$ cat config.mk
export PLATFORM = sky130hd
export DESIGN_NAME = ws2812b_encoder
export DESIGN_NICKNAME = d
export VERILOG_FILES = /design/src/rtl/ws2812b_encoder.sv
export SDC_FILE = /design/constraint.sdc
export NUM_CORES = 1
export LEC_CHECK = 0
export ABC_CLOCK_PERIOD_IN_PS = 2050
export BUFFER_PORTS_ARGS = -buffer_cell sky130_fd_sc_hd__buf_4
export CORE_MARGIN = 5
export CORE_UTILIZATION = 30
export CTS_BUF_LIST = sky130_fd_sc_hd__clkbuf_2 sky130_fd_sc_hd__clkbuf_4 sky130_fd_sc_hd__clkbuf_8
export CTS_CLUSTER_DIAMETER = 150
export CTS_CLUSTER_SIZE = 30
export DETAILED_ROUTE_END_ITERATION = 10
export SLEW_MARGIN = 20
export SYNTH_ARGS = -nofsm -noshare
export SYNTH_HDL_FRONTEND = slang
export SYNTH_SLANG_ARGS = --single-unit
$ cat constraint.sdc
create_clock -name clk -period 2.05 [get_ports clk]
set_clock_uncertainty 0.15 [all_clocks]
set_input_delay 0.41 -clock clk [delete_from_list [all_inputs] [get_ports clk]]
set_output_delay 0.41 -clock clk [all_outputs]
set_load 0.1 [all_outputs]
$ cat src/rtl/ws2812b_encoder.sv
// WS2812B NRZ serialiser: 24-bit GRB pixels in over valid/ready, MSB-first pulses on dout,
// automatic latch gap once the pixel stream runs dry.
module ws2812b_encoder #(
  parameter int CLK_HZ       = 64000000,
  parameter int T0H_CYCLES   = 26,
  parameter int T1H_CYCLES   = 51,
  parameter int BIT_CYCLES   = 80,
  parameter int LATCH_CYCLES = 5120
) (
  input  logic        clk,
  input  logic        reset,
  input  logic [23:0] pixel_data,
  input  logic        pixel_valid,
  output logic        pixel_ready,
  output logic        dout,
  output logic        busy,
  output logic        done
);

  localparam int PHASE_W = $clog2(BIT_CYCLES);
  localparam int LATCH_W = $clog2(LATCH_CYCLES);

  localparam logic [PHASE_W-1:0] PHASE_LAST = PHASE_W'(BIT_CYCLES - 1);
  localparam logic [PHASE_W-1:0] T0H_P      = PHASE_W'(T0H_CYCLES);
  localparam logic [PHASE_W-1:0] T1H_P      = PHASE_W'(T1H_CYCLES);
  localparam logic [LATCH_W-1:0] LATCH_LAST = LATCH_W'(LATCH_CYCLES - 1);
  localparam logic [4:0]         BIT_LAST   = 5'd23;

  if (CLK_HZ <= 0 || T0H_CYCLES >= T1H_CYCLES || T1H_CYCLES >= BIT_CYCLES || LATCH_CYCLES < 2)
  begin : g_param_check
    $error("ws2812b_encoder: inconsistent timing parameters");
  end

  typedef enum logic [1:0] {
    IDLE,
    SEND,
    LATCH
  } state_t;

  state_t               state, state_next;
  logic [23:0]          hold, hold_next;
  logic                 hold_full, hold_full_next;
  logic [23:0]          shifter, shifter_next;
  logic [PHASE_W-1:0]   phase, phase_next;
  logic [4:0]           bit_idx, bit_idx_next;
  logic [LATCH_W-1:0]   latch_cnt, latch_cnt_next;
  logic                 dout_next;
  logic                 done_next;
  logic                 accept;

  assign pixel_ready = !hold_full;
  assign accept      = pixel_valid && !hold_full;
  assign busy        = (state != IDLE) || hold_full;

  // Register all state; synchronous reset discards hold and shifter without a done pulse.
  always_ff @(posedge clk) begin
    if (reset) begin
      state     <= IDLE;
      hold      <= '0;
      hold_full <= 1'b0;
      shifter   <= '0;
      phase     <= '0;
      bit_idx   <= '0;
      latch_cnt <= '0;
      dout      <= 1'b0;
      done      <= 1'b0;
    end else begin
      state     <= state_next;
      hold      <= hold_next;
      hold_full <= hold_full_next;
      shifter   <= shifter_next;
      phase     <= phase_next;
      bit_idx   <= bit_idx_next;
      latch_cnt <= latch_cnt_next;
      dout      <= dout_next;
      done      <= done_next;
    end
  end

  // Next-state, holding register, bit timing and registered-output precompute.
  always_comb begin
    state_next     = state;
    hold_next      = hold;
    hold_full_next = hold_full;
    shifter_next   = shifter;
    phase_next     = phase;
    bit_idx_next   = bit_idx;
    latch_cnt_next = latch_cnt;
    dout_next      = 1'b0;
    done_next      = 1'b0;

    if (accept) begin
      hold_next      = pixel_data;
      hold_full_next = 1'b1;
    end

    case (state)
      IDLE: begin
        if (hold_full) begin
          shifter_next   = hold;
          hold_full_next = 1'b0;
          phase_next     = '0;
          bit_idx_next   = '0;
          state_next     = SEND;
        end
      end

      SEND: begin
        dout_next = (phase < (shifter[23] ? T1H_P : T0H_P));
        if (phase == PHASE_LAST) begin
          phase_next = '0;
          if (bit_idx != BIT_LAST) begin
            shifter_next = {shifter[22:0], 1'b0};
            bit_idx_next = bit_idx + 5'd1;
          end else begin
            bit_idx_next = '0;
            if (hold_full) begin
              shifter_next   = hold;
              hold_full_next = 1'b0;
            end else if (accept) begin
              // Bypass: the pixel arriving on the end-of-pixel cycle goes straight to the shifter.
              shifter_next   = pixel_data;
              hold_next      = hold;
              hold_full_next = 1'b0;
            end else begin
              latch_cnt_next = '0;
              state_next     = LATCH;
            end
          end
        end else begin
          phase_next = phase + 1'b1;
        end
      end

      LATCH: begin
        if (latch_cnt == LATCH_LAST) begin
          done_next  = 1'b1;
          state_next = IDLE;
        end else begin
          latch_cnt_next = latch_cnt + 1'b1;
        end
      end

      default: state_next = IDLE;
    endcase
  end

endmodule

Word level (Yosys, flattened, before mapping)
Index checks and enable logic that the tools add are counted.
{ "word_totals": {"ff_bits": 78, "in_bits": 27, "elab_cells": 84} }
{ "op_classes": {"magnitude_cmp": 1, "n_mux": 41, "eq_ne": 14, "n_reduce_logical": 14, "add_sub_neg": 3, "bitwise": 2} }
{ "op_table": {"columns": ["operator", "count"], "rows": [
  ["$mux W24", 11],
  ["$mux W13", 5],
  ["$pmux W24 S2", 1],
  ["$pmux W13 S2", 1],
  ["$mux W5", 3],
  ["$mux W7", 2],
  ["$ne A2 B2 Y1 const B", 7],
  ["$pmux W7 S2", 1],
  ["$add A13 B1 Y13 const B", 1],
  ["$eq A13 B13 Y1 const B", 1],
  ["$mux W2", 6],
  ["$reduce_and A6 Y1", 2],
  ["$ne A5 B5 Y1 const B", 2],
  ["$pmux W5 S2", 1],
  ["$add A7 B1 Y7 const B", 1],
  ["$eq A7 B7 Y1 const B", 1],
  ["$lt A7 B6 Y1", 1],
  ["$mux W1", 7],
  ["$mux W6", 1],
  ["$pmux W2 S3", 1],
  ["$reduce_bool A2 Y1", 3],
  ["$add A5 B1 Y5 const B", 1],
  ["$ne A4 B4 Y1 const B", 1],
  ["$reduce_and A4 Y1", 1],
  ["other kinds (11)", 13]
]} }

Depth between registers and ports, before layout
{ "depth": {"ltp_word": 8, "depth_mapped": 7} }

Least setup slack after synthesis
Ideal clock, no wire load.
{ "synth_timing": {"kind": "flip-flop to flip-flop", "from": "register bit_idx[0]", "to": "register hold[20]", "setup_ns": 0.128, "n_path_buf": 2, "stages_incl_launch_ff": 8, "t_required_ns": 1.772, "path_slack_ns": -0.182, "t_arrival_ns": 1.955, "path_cell_list": "dfxtp_1 -> ha_1 -> and4b_1 -> clkbuf_1 -> a311oi_2 -> buf_2 -> mux2i_1 -> nor2_1"} }
{ "synth_via": {"elab_chain_cells": 4} }
{ "synth_lines": {"columns": ["element", "line", "rtl"], "rows": [
  ["start: declaration", "45", "logic [4:0] bit_idx, bit_idx_next;"],
  ["start signal: assignment", "73", "bit_idx <= bit_idx_next;"],
  ["$ne A5 B5 Y1 *", "112", "if (bit_idx != BIT_LAST) begin"],
  ["$mux W24", "112", null],
  ["$mux W24", "110", "if (phase == PHASE_LAST) begin"],
  ["$mux W24", "97", "case (state)"],
  ["end signal: assignment", "69", "hold <= hold_next;"],
  ["end: declaration", "41", "logic [23:0] hold, hold_next;"]
]} }
Mark *: on every way between the ends. The rest lies on a longest branch, timed or not.
A chain may end at the register's enable or synchronous reset.

Worst setup path after layout
{ "layout_timing": {"from": "register latch_cnt[10]", "to": "register latch_cnt[1]"} }
{ "layout_via": {"elab_chain_cells": 3} }
{ "layout_lines": {"columns": ["element", "line", "rtl"], "rows": [
  ["start: declaration", "46", "logic [LATCH_W-1:0] latch_cnt, latch_cnt_next;"],
  ["start signal: assignment", "74", "latch_cnt <= latch_cnt_next;"],
  ["$eq A13 B13 Y1", "136", "if (latch_cnt == LATCH_LAST) begin"],
  ["$ne A2 B2 Y1 (no line)", null, null],
  ["$reduce_and A6 Y1 (no line)", null, null]
]} }
Every way passes these cells.

==> flow_summary.ini <==
[die]
floorplan.core_area_um2 = 11910
rows = 40
die-height_um = 119.9
die_w_um = 119.9
fp.dieArea_um2 = 14370
floorplan.io_pins = 31
initial_core_util = 0.3040

[clock_tree]
cts_made_buffers = 9
clkLatencyLatePin_ps = 350
cts_tree = yes
cts_num_sinks = 78
cts.clk_slew.worst_paths_ps = 90
htree_num_levels = 3
cts.root.buffer_cell = clkbuf_8
cts_hold_buffers = 0
cts_max_path_buffers = 2

[detailed_routing]
drt_wl_total_um = 9822
viasPerCell = 5.362
drt.antenna.violating_nets = 0
drt_pre_antenna_iters = 4
drt-wirelength-per-cell_um = 15.39
drc = 0
detail_route.iter0.violations = 189
dr_total_vias = 3421

[global_route]
grt_start_max_net_pins = 45
grt_antenna_before_repair = 0
grt_first_pass_wirelength_um = 15880
via_count_of_the_first_global_routing_pass = 3212
grt.total_usage = 0.1350
grt_remaining_overflow = 0

[yosys]
share_of_synthesized_registers_carrying_an_async_set_or_reset = 0
synth_cells = 411
post_synth_instance_area_um2 = 3621
synth.yosys.seq_area_share = 0.4312
post-synth-top-area-fraction = 0.4312
synth_warnings = 0
synth-edff-count = 0
ys_seq_elements = 78
netlist_top_cells_area = dfxtp_1 (43%), mux2i_1 (7.2%), nor2_1 (7.2%)
most_frequently_used_flop_master_after_synthesis = dfxtp_1
average_instance_area_after_synthesis_um2 = 8.810
synth_top_area_cell = dfxtp_1
syn_nets = 443
ys_types = 48

[timing]
hold_viol = 0
fin_hold_ws_ps = 144.4
fmax_mhz = 476.5
final.setup.worst_slack_ps = -48.72
layout_worst_path_cycle_share = 1.024
setup_viol_count_final = 15
max_slew_margin = 0.6840
grt_setup_unrepaired = true
worstMarginPinSlew_ps = 474.0
timing_max_transition_violations_final = 0
min_period_ps = 2099

[setup_path]
crit_arrival_ps = 2230
critical_path.reg2reg.startpoint = latch_cnt[10]
timing.critical_path.from = latch_cnt[10]
cp-start-kind = register
worst_path_max_delay_cell = or4_4
r2r_slack_ps = -50
critPathCapture = latch_cnt[1]
timing.critical_path.required_ps = 2180
timing.rr.end = latch_cnt[1]
setup.worst_path.end_class = register
worst-r2r-cell-count = 6
timing.setup.critical_path_class = register to register
crit_path_max_incr_delay_ps = 420
path_cells = or3b_4, or4_4, a32o_2, buf_12, or2_4, a21oi_2
critPathMaxFanout = 6

[cells_and_area]
num-fill-cells = 1161
area_of_the_multi_input_gates_um2 = 2230
nets = 519
antennaDiodeCount = 0
drive_gt1_frac = 0.3503
sequential_cell_area_um2 = 1572
syn2layout_area_growth_pct = 40.39
layout.cell_area.non_filler_um2 = 5084
utilization = 0.4268

[min_path]
min-delay-path-class = input port to register
worst_hold_startpoint = pixel_data[4]

[status]
violations_in_the_final_reports = setup timing
run_status = finished with violations

[pwr]
total_leakage_power_nw = 1.985
irDropWorstVdd_uv = 315.1
power.density_nw_per_um2 = 732.4
post-layout-total-power_w = 0.003723

[place]
dpl-instance-area_um2 = 4477
dpl.hpwl_um = 6207
port_buffers = 30
dp_slack_ps = -93.09
globalplace.congestion = 0.8210

[job]
drv.max_cap_violation_count = 0
## area by class of cell
type                       count  area share
clock inverter                 6     0.01231
tap                          147     0.03618
inverter                       7    0.005907
sequential                    78      0.3091
clock buffer                   9     0.02437
timing repair buffer          97      0.1735
multi-input combinational    294      0.4386
## registers in the layout, indices dropped and copies added, names as in the netlist
register and count:
latch_cnt 13, phase 7, dout 1, hold_full 1
shifter 24, hold 24, bit_idx 5, state 2
done 1
## synth_stat cells, drive strengths merged (3+ instances only)
| library cell | n |
|---|---|
| a21oi | 13 |
| or4 | 3 |
| clkbuf | 26 |
| dfxtp | 78 |
| o21ai | 12 |
| a221oi | 22 |
| or3 | 3 |
| nor3 | 28 |
| a31oi | 7 |
| mux2i | 26 |
| buf | 6 |
| inv | 7 |
| or2 | 4 |
| a22oi | 5 |
| ha | 5 |
| a311oi | 7 |
| a22o | 24 |
| nor2 | 69 |
| nand3 | 12 |
| nand4b | 3 |
| a41oi | 3 |
| nor2b | 3 |
| nand2b | 8 |
| nand2 | 13 |
## worst min path at each step
stage | to | cells past startpoint
3_3_place_gp | shifter[11] | 2
5_1_grt | hold[21] | 3
6_report | hold[4] | 3
2_1_floorplan | shifter[11] | 2
3_5_place_dp | shifter[11] | 2
4_1_cts | hold[1] | 3
## layout by cell type, fill, tap and decap left out, drive strengths merged, types with 13 or more instances in the layout
| master | instances |
|---|---|
| a22o | 24 |
| dfxtp | 78 |
| nor2 | 69 |
| nand2 | 13 |
| nor3 | 28 |
| a21oi | 13 |
| mux2i | 26 |
| a221oi | 22 |
| buf | 94 |
## per-stage QoR
| stage | TNS [ps] | cells |
|---|---|---|
| detailed placement | -1989 | 615 |
| CTS | -674.2 | 633 |
| finish | -243.3 | 638 |
| floorplan | -356.5 | 411 |
| global placement | -386.5 | 615 |
| global route | -2793 | 638 |
## layer usage
metal,GRT usage,wire (um),vias to the layer above
met1,0.1806,4616,1649
met3,0.02639,288,14
met5,0,0,-
li1,-,-,1702
met2,0.2126,4695,56
met4,0.05655,221,0
## cells by family after synthesis
kind of cell	after synthesis	share of synthesized area
AO/OA/AOI/OAI	107	0.2287
adder cells (fa/ha/maj)	5	0.01728
flip-flops	78	0.4312
AND/OR/NAND/NOR	154	0.2015
XOR/XNOR	1	0.002419
buffers and inverters	39	0.04388
multiplexers	27	0.07498
## power by group
group	switching (W)	leakage [nW]	internal, W
Combinational	0.000470	1.24	0.000418
Sequential	0.0000671	0.642	0.00163
Clock	0.000585	0.0992	0.000556
Total	0.00112	1.98	0.00260
## timing repair
item,4_1_cts,5_1_grt
cloned,2,3
resized for setup,26,33
setup endpoints to repair,37,63
pin swaps,8,27
buffers inserted,1,2
## worst max-delay path: cells and delay by family, from the launching register on
kind                   cells  cell delay [ps]
AND/OR/NAND/NOR            3             1030
buffers and inverters      1              140
AO/OA/AOI/OAI              2              370
flip-flops                 1              330
Power figures use the tool's default switching activity.
